<file path="config.mk">
export PLATFORM = sky130hd
export DESIGN_NAME = hamming_rx_sequencer
export DESIGN_NICKNAME = d
export VERILOG_FILES = /design/src/rtl/hamming_rx_sequencer_pkg.sv /design/src/rtl/rx_sync2.sv /design/src/rtl/hamming_rx_sequencer.sv
export SDC_FILE = /design/constraint.sdc
export NUM_CORES = 1
export LEC_CHECK = 0
export CAP_MARGIN = 0
export CELL_PAD_IN_SITES_DETAIL_PLACEMENT = 1
export CELL_PAD_IN_SITES_GLOBAL_PLACEMENT = 1
export CORE_MARGIN = 10
export CORE_UTILIZATION = 40
export CTS_BUF_LIST = sky130_fd_sc_hd__clkbuf_8
export DETAILED_ROUTE_END_ITERATION = 10
export HOLD_SLACK_MARGIN = 0.02
export PLACE_DENSITY = 0.83
export SLEW_MARGIN = 20
export SYNTH_ARGS = -nofsm -noshare
export SYNTH_HDL_FRONTEND = slang
export SYNTH_HIERARCHICAL = 1
export SYNTH_SLANG_ARGS = --single-unit
</file>
<file path="constraint.sdc">
create_clock -name clk -period 1.64 [get_ports clk]
set_input_delay 0.328 -clock clk [delete_from_list [all_inputs] [get_ports clk]]
set_output_delay 0.328 -clock clk [all_outputs]
set_load 0.05 [all_outputs]
</file>
<file path="src/rtl/hamming_rx_sequencer_pkg.sv">
// Shared definitions for the Hamming(7,4) serial receive path: FSM encoding
// and default framing parameters, also used by the decoder top.
package hamming_rx_sequencer_pkg;

  localparam int OVERSAMPLE_DEF = 8;
  localparam int FRAME_BITS_DEF = 7;

  typedef enum logic [1:0] {
    ST_IDLE  = 2'd0,
    ST_START = 2'd1,
    ST_DATA  = 2'd2,
    ST_STOP  = 2'd3
  } rx_state_t;

endpackage

</file>
<file path="src/rtl/rx_sync2.sv">
// Two-flop synchronizer for an idle-high serial line; both flops reset to 1
// so reset never looks like a start-bit edge.
module rx_sync2 (
  input  logic clk,
  input  logic rst,
  input  logic d,
  output logic q
);

  logic meta;

  always_ff @(posedge clk or posedge rst) begin
    if (rst) begin
      meta <= 1'b1;
      q    <= 1'b1;
    end else begin
      meta <= d;
      q    <= meta;
    end
  end

endmodule

</file>
<file path="src/rtl/hamming_rx_sequencer.sv">
// Oversampled serial receiver front end: finds the start bit, samples one
// codeword bit per bit period into the decoder and checks the stop bit.
module hamming_rx_sequencer
  import hamming_rx_sequencer_pkg::*;
#(
  parameter int OVERSAMPLE = OVERSAMPLE_DEF,
  parameter int FRAME_BITS = FRAME_BITS_DEF
) (
  input  logic                          clk,
  input  logic                          rst,
  input  logic                          ena,
  input  logic                          rx_in,
  output logic                          dec_ena,
  output logic                          dec_bit,
  output logic [2:0]                    bit_idx,
  output logic [$clog2(OVERSAMPLE)-1:0] os_count,
  output logic [1:0]                    state,
  output logic                          frame_done,
  output logic                          frame_err,
  output logic                          busy
);

  localparam int OSW = $clog2(OVERSAMPLE);
  localparam logic [OSW-1:0] OS_MID   = OSW'(OVERSAMPLE / 2 - 1);
  localparam logic [OSW-1:0] OS_LAST  = OSW'(OVERSAMPLE - 1);
  localparam logic [2:0]     IDX_LAST = 3'(FRAME_BITS - 1);

  rx_state_t      state_q, state_nxt;
  logic           rx_s, rx_prev;
  logic           fall, mid, last;
  logic [OSW-1:0] os_nxt;
  logic [2:0]     idx_nxt;
  logic           dec_ena_nxt, dec_bit_nxt, done_nxt, err_nxt;

  rx_sync2 u_sync (
    .clk (clk),
    .rst (rst),
    .d   (rx_in),
    .q   (rx_s)
  );

  // rx_prev only follows rx_s on ticks, so a line held low after a bad
  // stop bit cannot look like a new falling edge.
  assign fall  = rx_prev & ~rx_s;
  assign mid   = (os_count == OS_MID);
  assign last  = (os_count == OS_LAST);
  assign busy  = (state_q != ST_IDLE);
  assign state = state_q;

  always_ff @(posedge clk or posedge rst) begin
    if (rst) state_q <= ST_IDLE;
    else     state_q <= state_nxt;
  end

  always_comb begin
    state_nxt = state_q;
    if (ena) begin
      unique case (state_q)
        ST_IDLE:  if (fall) state_nxt = ST_START;
        ST_START: if (mid) state_nxt = rx_s ? ST_IDLE : ST_DATA;
        ST_DATA:  if (last && bit_idx == IDX_LAST) state_nxt = ST_STOP;
        ST_STOP:  if (last) state_nxt = ST_IDLE;
        default:  state_nxt = ST_IDLE;
      endcase
    end
  end

  always_comb begin
    os_nxt      = os_count;
    idx_nxt     = bit_idx;
    dec_ena_nxt = 1'b0;
    dec_bit_nxt = dec_bit;
    done_nxt    = 1'b0;
    err_nxt     = 1'b0;
    if (ena) begin
      unique case (state_q)
        ST_IDLE: os_nxt = '0;
        ST_START: begin
          if (mid) begin
            os_nxt  = '0;
            idx_nxt = '0;
          end else begin
            os_nxt = os_count + OSW'(1);
          end
        end
        ST_DATA: begin
          os_nxt = os_count + OSW'(1);
          if (last) begin
            dec_ena_nxt = 1'b1;
            dec_bit_nxt = rx_s;
            if (bit_idx != IDX_LAST) idx_nxt = bit_idx + 3'd1;
          end
        end
        ST_STOP: begin
          os_nxt = os_count + OSW'(1);
          if (last) begin
            done_nxt = rx_s;
            err_nxt  = ~rx_s;
          end
        end
        default: os_nxt = '0;
      endcase
    end
  end

  always_ff @(posedge clk or posedge rst) begin
    if (rst) begin
      rx_prev    <= 1'b1;
      os_count   <= '0;
      bit_idx    <= '0;
      dec_ena    <= 1'b0;
      dec_bit    <= 1'b0;
      frame_done <= 1'b0;
      frame_err  <= 1'b0;
    end else begin
      if (ena) rx_prev <= rx_s;
      os_count   <= os_nxt;
      bit_idx    <= idx_nxt;
      dec_ena    <= dec_ena_nxt;
      dec_bit    <= dec_bit_nxt;
      frame_done <= done_nxt;
      frame_err  <= err_nxt;
    end
  end

endmodule

</file>
# == After elaboration in Yosys (flattened, before gate mapping) ==
# Index checks and enable logic that the tools add are counted.
# totals
elab_cells,56
rom_bits,0
out_inout_bits,13
inputBits,4
mem_bits_rw,0
latchBits,0
reg_bits,15
memories,0
# op_classes
addsub,2
div,0
n_mul,0
order_cmp,0
shifts,0
mux,21
n_eq_ne,13
n_reduce_logical,8
bitwise_logic,2
# op_table
cell,count
$mux 3,4
$ne 2x2->1 const B,6
$mux 2,5
$reduce_and 5->1,2
$mux 1,9
$pmux 3 s3,1
$pmux 2 s4,1
$add 3x1->3 const B,2
$eq 3x3->1 const B,2
$pmux 3 s2,1
$eq 2x2->1 const B,2
$reduce_bool 2->1,2
$eq 3x2->1 const B,1
$ne 3x3->1 const B,1
$reduce_and 3->1,1
$eq 2x1->1 const B,1
$logic_not 2->1,1
$reduce_or 2->1,1
$and 1x1->1,1
$logic_and 1x1->1,1
$not 1->1,1

# == Longest topological paths before layout ==
# Gate-level depths: netlist (run 1).
# logic_depth
depth_word,4
depth_mapped,7
ltp_nobuf,7

# == Cells and area by module ==
# The synthesis (run 1) kept the hierarchy.
# modules_own_cells
mod,seq_area_each_um2,area_each_um2,instances,cells_per_inst
hamming_rx_sequencer,326.6,764.5,1,74
rx_sync2,52.6,56.3,1,3

# == Least setup slack after synthesis (run 1) ==
# OpenSTA, ideal clock, no wires.
# synth_timing
path_kind,register to register
startpoint,register os_count[1]
endpoint,register bit_idx[2]
n_path_buf,0
path_slack_ns,-0.232
stages_incl_launch_ff,7
synth_period_minus_slack_ns,1.872
t_required_ns,1.498
setup_ns,0.142
arrival_time_ns,1.730
path_cell_list,dfrtp_1 -> ha_1 -> ha_1 -> nor2b_4 -> nand4_4 -> o221ai_1 -> o31ai_1
# synth_between
elab_chain_len,3
elab_cells_between_ends,5
cone_classes,4 x eq/ne; 1 x reduce/logical
# synth_lines
element,line_no,source
from (decl),hamming_rx_sequencer.sv:16,"output logic [$clog2(OVERSAMPLE)-1:0] os_count,"
from (signal assigned),hamming_rx_sequencer.sv:117,os_count <= os_nxt;
$eq 3x3->1 or $eq 3x2->1 (tied branches),"hamming_rx_sequencer.sv:46, hamming_rx_sequencer.sv:45",
$ne 2x2->1 (no source line),n/a,
$reduce_and 5->1 (no source line) *,n/a,
to (signal assigned),hamming_rx_sequencer.sv:118,bit_idx <= idx_nxt;
to (decl),hamming_rx_sequencer.sv:15,"output logic [2:0] bit_idx,"
# Every way passes the cells marked *; elsewhere a longest branch is shown, timed or not.
# A chain may end at the register's enable or synchronous reset.

==> results.toml, run 1 <==
[status]
run_status = "finished clean"

[clocking]
cts_resized = 0
root_buffer = "clkbuf_8"
cts_buffers = 3
clkSinkCount = 15
postCtsHoldBufs = 0
cts_setup_buffers = 0
cts_tree = "built"
clk_pin_slew_ns = 0.06
insertion_delay_ns = 0.25
clock_path_buffers = 2
htree_levels = 1

[die]
initial_core_util_pct = 41.8
core_area_sq_mm = 0.00196
dieArea_sq_mm = 0.00426
die_width_um = 65.3
die_height_um = 65.3
rows = 16
ios = 17

[synthesis]
syn-cell-area_sq_um = 821
yosysTopAreaCellShare_pct = 36.6
yosys_warnings = 6
yosysSeqAreaShare_pct = 46.2
synth_top_area_cell = "dfrtp_1"
synthCells = 77
synth.avg_cell_area_sq_um = 10.7
synth.area.top_cells = "dfrtp_1, ha_1, dfstp_2, inv_1, nand2_1"
syn_nets = 88
ys_ff_latch = 15
synth.distinct_cells = 29

[critical_path]
crit_family = "flip-flops"
end_kind = "output pin"
cp-start-kind = "flip-flop"
slowest_stage = "dfrtp_2"
cp.required_ns = 1.31
path_cells = "or2_2 -> buf_12"
critPathBufInv = 1
critical_path_arrival_ns = 1.22
critical_path_class = "flip-flop to output pin"
cp_max_fo = 8
cpPeakStageDelay_ns = 0.47

[global_route]
grt.total_usage_pct = 11.1
gr-total-overflow = 0
antenna_found_initial = 0
grt_max_degree = 14
grt_pass1_vias = 686
grt_pass1_wl_mm = 3.58

[drt]
drt-initial-drc-count = 15
post_drt_wl_per_cell_um = 17.3
drc = 0
vias = 644
routed_wl_mm = 2.19
first_pass_iters = 4
ant_nets = 0
viasPerCell = 5.07

[cells_and_area]
final_cell_mix = "buf_4, nand2_1, inv_1"
fin_cells = 127
final_util_pct = 59.8
fin_nets = 112
area_growth_pct = 42.8
antenna_cells = 0
drive_gt1_share_pct = 41.0
final_common_cell = "buf_4"

[hold_path]
hp-class = "flip-flop to flip-flop"

[sta]
setup_viol = 0
hold_viol = 0
final.period_utilization_pct = 94.4
slew_headroom_pct = 67.0
slew_viol_final = 0
max_freq_ghz = 0.646
tightest_slew_ns = 0.495
fin_skew_ns = 0.000577
fin_crit_ns = 1.55
rsz0062_at_grt = "false"
whs_ns = 0.356

[placed_design]
numPortBuffers = 16
place_hpwl_mm = 1.65
dp_cells = 121
routabilityCongestion = 0.844

[power_and_ir_drop]
power_mw = 1.89
power_density_mw_per_mm2 = 1620
irDropWorstVdd_mv = 1.39
p_leak_nw = 0.528

[job]
maxCapViolations = 0
==> registers in the layout, summed over array words and instances, names as in the netlist, named ones only <==
signal / cells
bit_idx: 3
dec_bit: 1
dec_ena: 1
frame_done: 1
frame_err: 1
os_count: 3
rx_prev: 1
state: 1
u_sync/meta: 1
u_sync/q: 1
==> worst reg2reg max path, stage by stage (launching register included) <==
cell      delay, ns
dfrtp_2        0.40
ha_4           0.16
ha_1           0.17
nor2b_4        0.21
nand4_4        0.14
o221ai_2       0.19
o31ai_1        0.11
==> stage by stage <==
step / instance area, sq um / setup slack (ns) / TNS [ns]
CTS: 1160 / 0.0808 / 0
finish: 1170 / 0.0912 / 0
global placement: 1110 / 0.0565 / 0
global route: 1170 / 0.0251 / 0
detailed placement: 1110 / -0.0405 / -0.137
floorplan: 846 / 0.0125 / 0
==> worst paths after layout <==
check | from | end | slack, ns | depth (start not counted)
max reg2reg | os_count[1] | bit_idx[2] | 0.14 | 6
min reg2reg | u_sync/meta | u_sync/q | 0.36 | 0
min in group asynchronous | rst | u_sync/q | 0.43 | 2
min | u_sync/meta | u_sync/q | 0.36 | 0
max in group asynchronous | rst | asynchronous set/reset pin | 0.85 | 2
max | flip-flop | busy | 0.09 | 2
==> metal layers <==
metal / vias to the layer above / wire, um / global-route usage (%)
met1: 317 / 941 / 11.6
li1: 309 / - / -
met5: - / 0 / 0
met3: 2 / 124 / 5.76
met2: 16 / 1100 / 18.5
met4: 0 / 29 / 4.01
==> layout make-up <==
| class | instances | area [sq um] |
|---|---|---|
| Multi-Input combinational cell | 49 | 393 |
| Timing Repair Buffer | 23 | 280 |
| Clock buffer | 3 | 41.3 |
| Fill cell | 220 | 790 |
| Clock inverter | 1 | 5.00 |
| Tap cell | 27 | 33.8 |
| Inverter | 9 | 33.8 |
| Sequential cell | 15 | 385 |
==> cells in the mapped netlist <==
cell type	instances
nand2_1	9
and4bb_2	1
mux2_4	1
inv_1	9
mux2i_1	2
nand3b_1	1
ha_1	7
buf_2	1
nand3_1	4
nor3_1	1
nand4_4	1
a21o_1	2
mux2_2	1
dfstp_2	3
o22ai_1	1
o31ai_1	3
nand3_2	1
nor2b_4	1
a31oi_1	1
clkbuf_8	1
buf_4	2
or2_2	1
nor3b_1	1
a21oi_1	2
o211ai_1	1
o21ai_0	3
dfrtp_1	12
o221ai_1	1
nor2_1	3
==> report_power, final <==
group | switching [mW] | internal, mW | total [mW]
Sequential | 0.115 | 0.456 | 0.571
Clock | 0.136 | 0.168 | 0.305
Combinational | 0.558 | 0.461 | 1.02
Total | 0.809 | 1.09 | 1.89
==> logic make-up after synthesis <==
group | after synthesis | synth area share [%]
mux | 4 | 5.64
compound gates | 14 | 11.1
flops | 15 | 46.2
buf+inv | 13 | 8.23
fa+ha+maj | 7 | 10.7
simple gates | 24 | 18.1
(Power assumes the default switching activity.)
==> run 2: changes to the inputs <==
REMOVE_ABC_BUFFERS = 1   (was unset)
==> results.toml, run 2 (same netlist as run 1, synthesis figures left out) <==
[status]
run_status = "finished clean"

[drt]
drt-initial-drc-count = 10
ant_nets = 0
viasPerCell = 5.06
wl_met2_mm = 1.17
routed_wl_mm = 2.22
dr_wl_met3_um = 75
routed.top_layer = "met4"
post_drt_wl_per_cell_um = 17.7
wl_met1_um = 941
vias = 638
first_pass_iters = 4
drc = 0

[job]
maxCapViolations = 0

[clocking]
cts_tree = "built"
clock_path_buffers = 2
cts_buffers = 3
root_buffer = "clkbuf_8"
clkSinkCount = 15
clk_pin_slew_ns = 0.06
htree_levels = 1
insertion_delay_ns = 0.25

[power_and_ir_drop]
p_leak_nw = 0.521
irDropWorstVdd_mv = 0.863
power_density_mw_per_mm2 = 1610
power_mw = 1.85

[critical_path]
cp.required_ns = 1.77
path_cells = "ha_4 -> ha_2 -> nor2b_4 -> nand4_4 -> o221ai_2 -> o31ai_1"
cp_max_fo = 4
cp-start-kind = "flip-flop"
critical_path_class = "flip-flop to flip-flop"
end_kind = "flip-flop"
cpPeakStageDelay_ns = 0.43
critical_path_arrival_ns = 1.72
crit_family = "flip-flops"
critPathBufInv = 0
slowest_stage = "dfrtp_1"

[cells_and_area]
drive_gt1_share_pct = 37.4
area_growth_pct = 40.1
fin_cells = 126
final_cell_mix = "buf_4, dfrtp_1, nand2_1, inv_1, buf_12"
reg_top3 = "bit_idx: 3 flops, os_count: 3 flops"
fin_nets = 111
final_common_cell = "buf_4"
antenna_cells = 0

[global_route]
grt.total_usage_pct = 10.7
grt_pass1_wl_mm = 3.53
grt_max_degree = 18
grt_pass1_vias = 691
gr-total-overflow = 0
antenna_found_initial = 0

[die]
dieArea_sq_mm = 0.00426
initial_core_util_pct = 41.8
die_width_um = 65.3
core_area_sq_mm = 0.00196
rows = 16
die_height_um = 65.3
ios = 17

[placed_design]
routabilityCongestion = 0.774
place_hpwl_mm = 1.57
dp_slack_ns = 0.00964
dp_cells = 120
numPortBuffers = 16

[sta]
hold_viol = 0
setup_viol = 0
slew_viol_final = 0
fin_skew_ns = 0.00277
final.period_utilization_pct = 97.1
max_freq_ghz = 0.628
slew_headroom_pct = 65.2
post-route-worst-setup-slack_ns = 0.0478
tightest_slew_ns = 0.521
fin_crit_ns = 1.59

[hold_path]
hp-class = "flip-flop to flip-flop"
run 2: report_power, final:
part | switching (mW) | internal [mW] | leakage (nW)
logic | 0.565 | 0.417 | 0.309
registers | 0.116 | 0.448 | 0.187
clock network | 0.131 | 0.168 | 0.0255
run 2: cell type report:
| cell class | count | area [sq um] |
|---|---|---|
| clock inverters | 1 | 5.00 |
| flip-flops and latches | 15 | 380 |
| well taps | 27 | 33.8 |
| inverters | 9 | 33.8 |
| fillers | 225 | 812 |
| clock buffers | 3 | 41.3 |
| repair buffers | 22 | 260 |
| multi-input cells | 49 | 395 |
run 2: stage by stage:
stage | area, sq um | utilization, % | hold slack (ns) | setup TNS (ns)
2_1_floorplan | 787 | - | 0.204 | -0.837
3_3_place_gp | 1070 | 54.3 | 0.347 | 0
3_5_place_dp | 1070 | 54.3 | 0.349 | 0
4_1_cts | 1120 | 57.3 | 0.362 | 0
5_1_grt | 1150 | 58.6 | 0.364 | -0.0564
6_report | 1150 | 58.6 | 0.359 | 0
run 2: timing repair:
item	in CTS	in global routing
setup buffers	0	2
setup endpoints to repair	2	2
gates resized for setup	3	2
hold buffers	0	0
run 2: metal layers:
layer	up-vias	global-route usage, %
li1	303	-
met5	-	0
met4	0	5.61
met2	11	18.0
met1	320	12.3
met3	4	2.37
run 2: worst paths after layout:
kind	startpoint	endpoint	slack, ns	cells past startpoint
worst max-delay path	os_count[1]	bit_idx[2]	0.05	6
worst min-delay path	u_sync/meta	u_sync/q	0.36	0
worst max register to register	os_count[1]	bit_idx[2]	0.05	6
worst min register to register	u_sync/meta	u_sync/q	0.36	0
max in group asynchronous	rst	asynchronous set/reset pin	0.83	2
min in group asynchronous	rst	u_sync/meta	0.43	2
run 2: worst reg2reg max path: stages, from the launching register on:
cell and delay, ns:
dfrtp_1 0.43, ha_4 0.19, ha_2 0.21, nor2b_4 0.21
nand4_4 0.14, o221ai_2 0.19, o31ai_1 0.10
